$ cat src/rtl/pc_pkg.sv
// ============================================================================
// Module  : pc_pkg
// Purpose : Shared defaults and op-select encoding for program_counter_stack.
// Rev     : 1.0  initial release
// ============================================================================
`default_nettype none

package pc_pkg;

    localparam int DEF_ADDR_W      = 9;
    localparam int DEF_STACK_DEPTH = 8;

    // Output of the strobe priority encoder; only one op acts per cycle.
    typedef enum logic [2:0] {
        OP_NONE = 3'd0,
        OP_INC  = 3'd1,
        OP_REL  = 3'd2,
        OP_LOAD = 3'd3,
        OP_CALL = 3'd4,
        OP_RET  = 3'd5
    } op_t;

endpackage

`default_nettype wire

$ cat src/rtl/pc_return_stack.sv
// ============================================================================
// Module  : pc_return_stack
// Purpose : Return-address LIFO; drops pushes when full, ignores pops when empty.
// Rev     : 1.0  initial release
// ============================================================================
`default_nettype none

module pc_return_stack
    import pc_pkg::*;
#(
    parameter int ADDR_W      = DEF_ADDR_W,
    parameter int STACK_DEPTH = DEF_STACK_DEPTH
) (
    input  logic                         clk,
    input  logic                         rst,
    input  logic                         push,
    input  logic                         pop,
    input  logic [ADDR_W-1:0]            push_data,
    output logic [ADDR_W-1:0]            top,
    output logic [$clog2(STACK_DEPTH):0] depth,
    output logic                         full,
    output logic                         empty,
    output logic                         err
);

    localparam int IDX_W = $clog2(STACK_DEPTH);

    logic [ADDR_W-1:0] mem [STACK_DEPTH];
    logic [IDX_W:0]    sp;
    logic [IDX_W-1:0]  wr_idx;
    logic [IDX_W-1:0]  rd_idx;
    logic              do_push;
    logic              do_pop;

    assign full    = (sp == (IDX_W+1)'(STACK_DEPTH));
    assign empty   = (sp == '0);
    assign do_push = push && !full;
    assign do_pop  = pop && !empty && !push;
    assign err     = (push && full) || (pop && empty);

    // When sp==STACK_DEPTH the low bits wrap to 0, so rd_idx lands on the last slot.
    assign wr_idx = sp[IDX_W-1:0];
    assign rd_idx = wr_idx - IDX_W'(1);
    assign top    = mem[rd_idx];
    assign depth  = sp;

    always_ff @(posedge clk or posedge rst) begin
        if (rst) begin
            sp <= '0;
        end else if (do_push) begin
            sp <= sp + (IDX_W+1)'(1);
        end else if (do_pop) begin
            sp <= sp - (IDX_W+1)'(1);
        end
    end

    always_ff @(posedge clk) begin
        if (do_push && !rst) begin
            mem[wr_idx] <= push_data;
        end
    end

endmodule

`default_nettype wire

$ cat src/rtl/program_counter_stack.sv
// ============================================================================
// Module  : program_counter_stack
// Purpose : PC with load/inc/relative branch and call/return stack.
//           Optional trap-on-stack-fault enabled by macro PC_STACK_TRAP_EN.
// Rev     : 1.0  initial release
// ============================================================================
`default_nettype none

module program_counter_stack
    import pc_pkg::*;
#(
    parameter int                ADDR_W      = DEF_ADDR_W,
    parameter int                STACK_DEPTH = DEF_STACK_DEPTH,
    parameter logic [ADDR_W-1:0] RESET_ADDR  = '0
`ifdef PC_STACK_TRAP_EN
   ,parameter logic [ADDR_W-1:0] TRAP_ADDR   = '1
`endif
) (
    input  logic                         clk,
    input  logic                         rst,
    input  logic                         pc_load,
    input  logic                         pc_inc,
    input  logic                         pc_rel,
    input  logic                         pc_call,
    input  logic                         pc_ret,
    input  logic                         pc_enOut,
    input  logic [ADDR_W-1:0]            in_value,
    input  logic [ADDR_W-1:0]            rel_offset,
    output logic [ADDR_W-1:0]            out_value,
    output logic [ADDR_W-1:0]            pc_value,
    output logic [$clog2(STACK_DEPTH):0] stk_depth,
    output logic                         stk_err
);

    op_t               op;
    logic [ADDR_W-1:0] pc;
    logic [ADDR_W-1:0] pc_next;
    logic [ADDR_W-1:0] pc_plus1;
    logic [ADDR_W-1:0] stk_top;
    logic              push;
    logic              pop;
    logic              stk_full;
    logic              stk_empty;
    logic              stk_fault;

    always_comb begin
        op = OP_NONE;
        if (pc_ret)       op = OP_RET;
        else if (pc_call) op = OP_CALL;
        else if (pc_load) op = OP_LOAD;
        else if (pc_rel)  op = OP_REL;
        else if (pc_inc)  op = OP_INC;
    end

    assign push     = (op == OP_CALL);
    assign pop      = (op == OP_RET);
    assign pc_plus1 = pc + ADDR_W'(1);

    pc_return_stack #(
        .ADDR_W      (ADDR_W),
        .STACK_DEPTH (STACK_DEPTH)
    ) u_stack (
        .clk       (clk),
        .rst       (rst),
        .push      (push),
        .pop       (pop),
        .push_data (pc_plus1),
        .top       (stk_top),
        .depth     (stk_depth),
        .full      (stk_full),
        .empty     (stk_empty),
        .err       (stk_fault)
    );

    always_comb begin
        pc_next = pc;
        case (op)
            OP_INC:  pc_next = pc_plus1;
            OP_REL:  pc_next = pc + rel_offset;
            OP_LOAD: pc_next = in_value;
            OP_CALL: pc_next = in_value;
            OP_RET:  pc_next = stk_empty ? pc : stk_top;
            default: pc_next = pc;
        endcase
`ifdef PC_STACK_TRAP_EN
        if (stk_fault) pc_next = TRAP_ADDR;
`endif
    end

    always_ff @(posedge clk or posedge rst) begin
        if (rst) begin
            pc      <= RESET_ADDR;
            stk_err <= 1'b0;
        end else begin
            pc <= pc_next;
            if (stk_fault) stk_err <= 1'b1;
        end
    end

    assign pc_value  = pc;
    assign out_value = pc_enOut ? pc : '0;

    // The stack's fault pulse must agree with its own full/empty view.
    assert property (@(posedge clk) disable iff (rst)
        stk_fault == ((push && stk_full) || (pop && stk_empty)));

endmodule

`default_nettype wire

$ cat config.mk
export PLATFORM = sky130hd
export DESIGN_NAME = program_counter_stack
export DESIGN_NICKNAME = d
export VERILOG_FILES = /design/src/rtl/pc_pkg.sv /design/src/rtl/pc_return_stack.sv /design/src/rtl/program_counter_stack.sv
export SDC_FILE = /design/constraint.sdc
export NUM_CORES = 1
export LEC_CHECK = 0
export ABC_AREA = 1
export CAP_MARGIN = 30
export CORE_MARGIN = 5
export CORE_UTILIZATION = 42
export CTS_CLUSTER_SIZE = 10
export DETAILED_ROUTE_END_ITERATION = 12
export GPL_ROUTABILITY_DRIVEN = 0
export GPL_TIMING_DRIVEN = 0
export SYNTH_ARGS = -nofsm -noshare
export SYNTH_HDL_FRONTEND = slang
export SYNTH_SLANG_ARGS = --single-unit
$ cat constraint.sdc
create_clock -name clk -period 2.5 [get_ports clk]
set_clock_uncertainty 0.15 [all_clocks]
set_input_delay 0.5 -clock clk [delete_from_list [all_inputs] [get_ports clk]]
set_output_delay 0.5 -clock clk [all_outputs]
set_load 0.01 [all_outputs]
== Yosys cells after proc, flatten, opt, wreduce, memory -nomap -nowiden ==
Memory sizes are Yosys's and may differ from the RTL's.
Index checks and enable logic that the tools add are counted.

* Logic and storage cells: 44
* Flip-flop bits (word level): 14
* Memories kept: 1
* Output and inout bits: 23
* Bits in writable memories: 72

* Muxes and demuxes: 12
* Reductions and logical operators: 16
* Eq/ne operators: 7
* Add/subtract/negate cells: 5

{| class="wikitable"
|+ Memory list
! name !! words !! width !! rd ports !! clocked after memory_dff !! write ports !! line !! source
|-
| u_stack.mem || 8 || 9 || 1 || 0 || 1 || pc_return_stack.sv:28 || <nowiki>logic [ADDR_W-1:0] mem [STACK_DEPTH];</nowiki>
|}

{| class="wikitable"
|+ Operators by type and width
! operator !! count
|-
| case mux 9 bit (4 select lines) || 1
|-
| 2-to-1 mux 9 bit || 2
|-
| adder 9 x 1 -> 9 bit (second input constant) || 1
|-
| adder 9 bit || 1
|-
| 2-to-1 mux 4 bit || 2
|-
| equality test 3 x 2 -> 1 bit (second input constant) || 2
|-
| equality test 3 bit (second input constant) || 2
|-
| logical AND 1 bit || 6
|-
| 2-to-1 mux 3 bit || 2
|-
| adder 4 x 1 -> 4 bit (second input constant) || 1
|-
| equality test 4 bit (second input constant) || 1
|-
| logical NOT 1 bit || 4
|-
| logical NOT 4 bit || 1
|-
| 2-to-1 mux 2 bit || 2
|-
| nonzero test 4 bit || 1
|-
| subtractor 4 x 1 -> 4 bit (second input constant) || 1
|-
| equality test 3 x 1 -> 1 bit (second input constant) || 1
|-
| 2-to-1 mux 1 bit || 3
|-
| subtractor 3 x 1 -> 3 bit (second input constant) || 1
|-
| inequality test 2 bit (second input constant) || 1
|-
| AND reduction 2 bit || 1
|-
| nonzero test 2 bit || 1
|-
| OR reduction 2 bit || 1
|-
| logical OR 1 bit || 1
|}

== Longest topological paths before layout ==
* Word-level depth: 10
* Gate-level depth with buffers: 13
* Gate-level depth less buffers: 11

== Modules after synthesis ==
From an unflattened synthesis, not the netlist that was laid out.

* Cells, all modules: 535
* Area total of the unflattened synthesis: 4628.2 µm²

{| class="wikitable"
|+ Modules (own cells, without submodules)
! module !! sequential area each (µm²) !! times used !! area each (µm²) !! cells each
|-
| pc_return_stack || 2262.2 || 1 || 3294.4 || 300
|-
| program_counter_stack || 250.2 || 1 || 1333.8 || 235
|}

== Least setup slack after synthesis ==
No wires, ideal clock.

* Path type: flip-flop to flip-flop
* From: reg u_stack.sp[0], in the netlist u_stack.depth[0]
* To: mem u_stack.mem[0][0] in the netlist's numbering (enable)
* Setup time: 0.374 ns
* Clock period less this slack: 2.494 ns
* Data required time: 1.976 ns
* Data arrival time: 1.970 ns
* Slack: 0.006 ns
* Stages on the path, launching flop included: 10
* Path through: dfrtp_1 buf_2 inv_2 buf_2 ha_1 nand3_1 nand2_1 nor2_1 nand2_1 nor2_1

* Cells in the longest elaborated chain, start to end: 6

{| class="wikitable"
|+ Ends and longest elaborated chain
! item !! line !! source
|-
| from (decl) || pc_return_stack.sv:29 || <nowiki>logic [IDX_W:0] sp;</nowiki>
|-
| from (signal assigned) || pc_return_stack.sv:51 || <nowiki>sp <= sp + (IDX_W+1)'(1);</nowiki>
|-
| from (signal assigned) || pc_return_stack.sv:53 || <nowiki>sp <= sp - (IDX_W+1)'(1);</nowiki>
|-
| equality test 4 bit || pc_return_stack.sv:35 || <nowiki>assign full = (sp == (IDX_W+1)'(STACK_DEPTH));</nowiki>
|-
| logical NOT 1 bit || pc_return_stack.sv:37 || <nowiki>assign do_push = push && !full;</nowiki>
|-
| logical AND 1 bit || pc_return_stack.sv:37 ||
|-
| logical AND 1 bit || pc_return_stack.sv:58 || <nowiki>if (do_push && !rst) begin</nowiki>
|-
| 2-to-1 mux 1 bit || pc_return_stack.sv:58 ||
|-
| 2-to-1 mux 1 bit (not written as such) || pc_return_stack.sv:59 || <nowiki>mem[wr_idx] <= push_data;</nowiki>
|-
| to (decl) || pc_return_stack.sv:28 ||
|}

Several ways; a longest one is shown, not always the timed one.

== Final worst setup path ==
* From: reg u_stack.sp[0], in the netlist u_stack.depth[0]
* To: mem u_stack.mem[4][5] in the netlist's numbering (enable)

The elaborated chain is that of the path after synthesis.

==> results.json <==
{
  "status": "finished, final reports clean",
  "worst-setup-path-type": "register to register",
  "drtPass1Iterations": 5,
  "routed_wl_um": 11600,
  "hold_violations": 0,
  "slew_headroom_pct": 53.3,
  "port_buffers": 47,
  "synth-simple-area-share_pct": 27.8,
  "fmax_mhz": 431,
  "power_density_nw_per_um2": 1200,
  "worst_pin_slew_ns": 0.697,
  "synth_nets": 559,
  "start_util_pct": 42.5,
  "worst_hold_slack_ns": 0.356,
  "dieArea_um2": 13100,
  "drive_gt1_share_pct": 12.2,
  "drt-wirelength-per-cell_um": 15.7,
  "period_share_pct": 92.8,
  "ys_seq_elements": 86,
  "viasPerCell": 4.98,
  "drc_errors": 0,
  "crit_arrival_ns": 2.24,
  "root_buffer": "clkbuf_8",
  "final_cell_mix": "nand2_1 (141), edfxtp_1 (72), nand3_1 (70), nor2_1 (64), inv_1 (51)",
  "drtIter0Drc": 364,
  "ctsHoldBuffers": 0,
  "setup_viol_count_final": 0,
  "critical_path.most_common_cell": "nand2_2",
  "ant_nets": 0,
  "setup_slack_ns": 0.179,
  "clk_pin_slew_ns": 0.10,
  "clockBufferDepth": 2,
  "p_leak_nw": 2.42,
  "grt_max_degree": 20,
  "htree_levels": 3,
  "yosysSeqAreaShare_pct": 55.0,
  "synthXorXnorAreaFrac_pct": 1.89,
  "layoutNonFillerInstCount": 737,
  "ys_warn_count": 0,
  "num_vias": 3668,
  "multi_input_area_um2": 1850,
  "startpoint_type": "register",
  "netlist_area_um2": 4560,
  "syn_avg_cell_area_um2": 8.79,
  "grt_pass1_wl_um": 18900,
  "ys_types": 31,
  "syn2layout_area_growth_pct": 25.7,
  "fp.coreArea_um2": 10700,
  "peakVddDrop_mv": 0.404,
  "fin_nets": 632,
  "grt_antenna_before_repair": 0,
  "fin_setup_tns_ns": 0,
  "die_x_um": 114,
  "rsz0062_at_grt": "no",
  "regArea_um2": 2510,
  "slowest_stage": "dfrtp_1",
  "path_cells": "buf_2, inv_6, ha_4, nand3_1, nand2_2, nor2_1, nand2_2, nor2_4, buf_12",
  "fin_crit_ns": 2.32,
  "fillers": 995,
  "layout_commonest_cell": "nand2_1",
  "cts_tree": "done",
  "drv_cap": 0,
  "clk-insertion-delay-late_ns": 0.36,
  "synthCells": 519,
  "grt_overflow_total": 0,
  "grt_pass1_vias": 3580,
  "synth_top_family_by_area": "simple AND/OR/NAND/NOR gates",
  "path_max_fanout": 19,
  "hold_path.class": "register to register",
  "max_stage_delay_ns": 0.36,
  "end_kind": "register",
  "final_max_slew_viol_count": 0,
  "fp.dieH_um": 114,
  "synth_compound_area_share_pct": 4.66,
  "row_count": 38,
  "clock_sinks": 86,
  "dp.cells": 709,
  "place_hpwl_um": 8230,
  "ios": 49,
  "diodes": 0,
  "post-place-ws_ns": -0.675,
  "grt_usage_pct": 18.9,
  "synthAdderAreaFrac_pct": 4.17,
  "critPathRequiredTime_ns": 2.42,
  "power_w": 0.00688,
  "cts_inserted_buffers": 9,
  "synthMuxAreaShare_pct": 0
}
==> power by group <==
group          leakage [nW]  internal, W  switching (W)  total [W]
combinational          1.50      0.00133        0.00225    0.00358
clock                 0.108     0.000574       0.000527    0.00110
sequential            0.813      0.00197       0.000221    0.00220
==> Yosys cell counts, drive strengths merged <==
| cell type | count | area [um^2] |
|---|---|---|
| nand2 | 144 | 541 |
| a21oi | 7 | 35.0 |
| nor2 | 73 | 282 |
| nand4 | 1 | 6.26 |
| nand3b | 1 | 7.51 |
| inv | 53 | 199 |
| fa | 2 | 40.0 |
| o211ai | 1 | 7.51 |
| ha | 12 | 150 |
| nand3 | 72 | 370 |
| a31oi | 1 | 6.26 |
| o21ai | 32 | 164 |
| clkbuf | 4 | 25.0 |
| dfrtp | 14 | 350 |
| buf | 12 | 66.3 |
| xnor2 | 1 | 8.76 |
| nor3 | 3 | 31.3 |
| xor2 | 8 | 77.6 |
| edfxtp | 72 | 2160 |
| or2 | 5 | 31.3 |
| clkinv | 1 | 3.75 |
==> critical path: cells and delay by family (launching register included) <==
| family | cells | cell delay, ns |
|---|---|---|
| flip-flops | 1 | 0.36 |
| buffers and inverters | 3 | 0.45 |
| adder cells (fa/ha/maj) | 1 | 0.20 |
| AND/OR/NAND/NOR | 5 | 0.86 |
==> repair_timing <==
action,4_1_cts,5_1_grt
setup buffers,12,1
hold endpoints to repair,0,0
gates resized for setup,23,6
pin swaps,8,0
setup endpoints to repair,84,82
gates cloned,0,0
==> flip-flops by register name (all words and copies together), names as in the netlist <==
name and flops:
u_stack.mem 72, stk_err 1, u_stack.depth 4, pc_value 9
==> final cells by class <==
cell class              instances  area share [%]
clock inverters                 7            1.81
flip-flops and latches         86            43.8
multi-input cells             363            32.2
repair buffers                 63            11.7
well taps                     140            3.05
plain buffers                  15            1.68
clock buffers                   9            2.16
inverters                      54            3.64
==> stage by stage <==
| stage | area, um^2 | utilization (%) |
|---|---|---|
| floorplan | 4560 | - |
| global placement | 5210 | 48.5 |
| detailed placement | 5240 | 48.7 |
| CTS | 5700 | 53.0 |
| global route | 5740 | 53.4 |
| finish | 5740 | 53.4 |
==> path summary, 6_finish.rpt <==
kind                             startpoint  slack [ns]  cells past startpoint                 to
setup / recovery           u_stack.depth[0]        0.18                      9  u_stack.mem[4][5]
hold / removal                      stk_err        0.36                      2            stk_err
setup reg to reg           u_stack.depth[0]        0.18                      9  u_stack.mem[4][5]
hold reg to reg                     stk_err        0.36                      2            stk_err
max in group asynchronous               rst        1.44                      2        pc_value[5]
min in group asynchronous               rst        0.37                      2   u_stack.depth[0]
==> logic make-up (layout without fill, tap and decap cells) <==
family | after synthesis | count (layout)
compound gates | 41 | 41
simple gates | 299 | 299
buf+inv | 70 | 148
xor+xnor | 9 | 9
fa+ha+maj | 14 | 14
flops | 86 | 86
==> per-layer routing <==
metal,part of all wire [%],global-route usage [%],vias to the layer above,wire (um)
met5,0,0,-,0
met4,1.2,4.99,0,144
met3,4.4,3.33,10,512
met2,47,30.4,99,5490
met1,47,26.6,1705,5410
li1,-,-,1854,-
No activity file was read; power rests on OpenSTA's default activity.
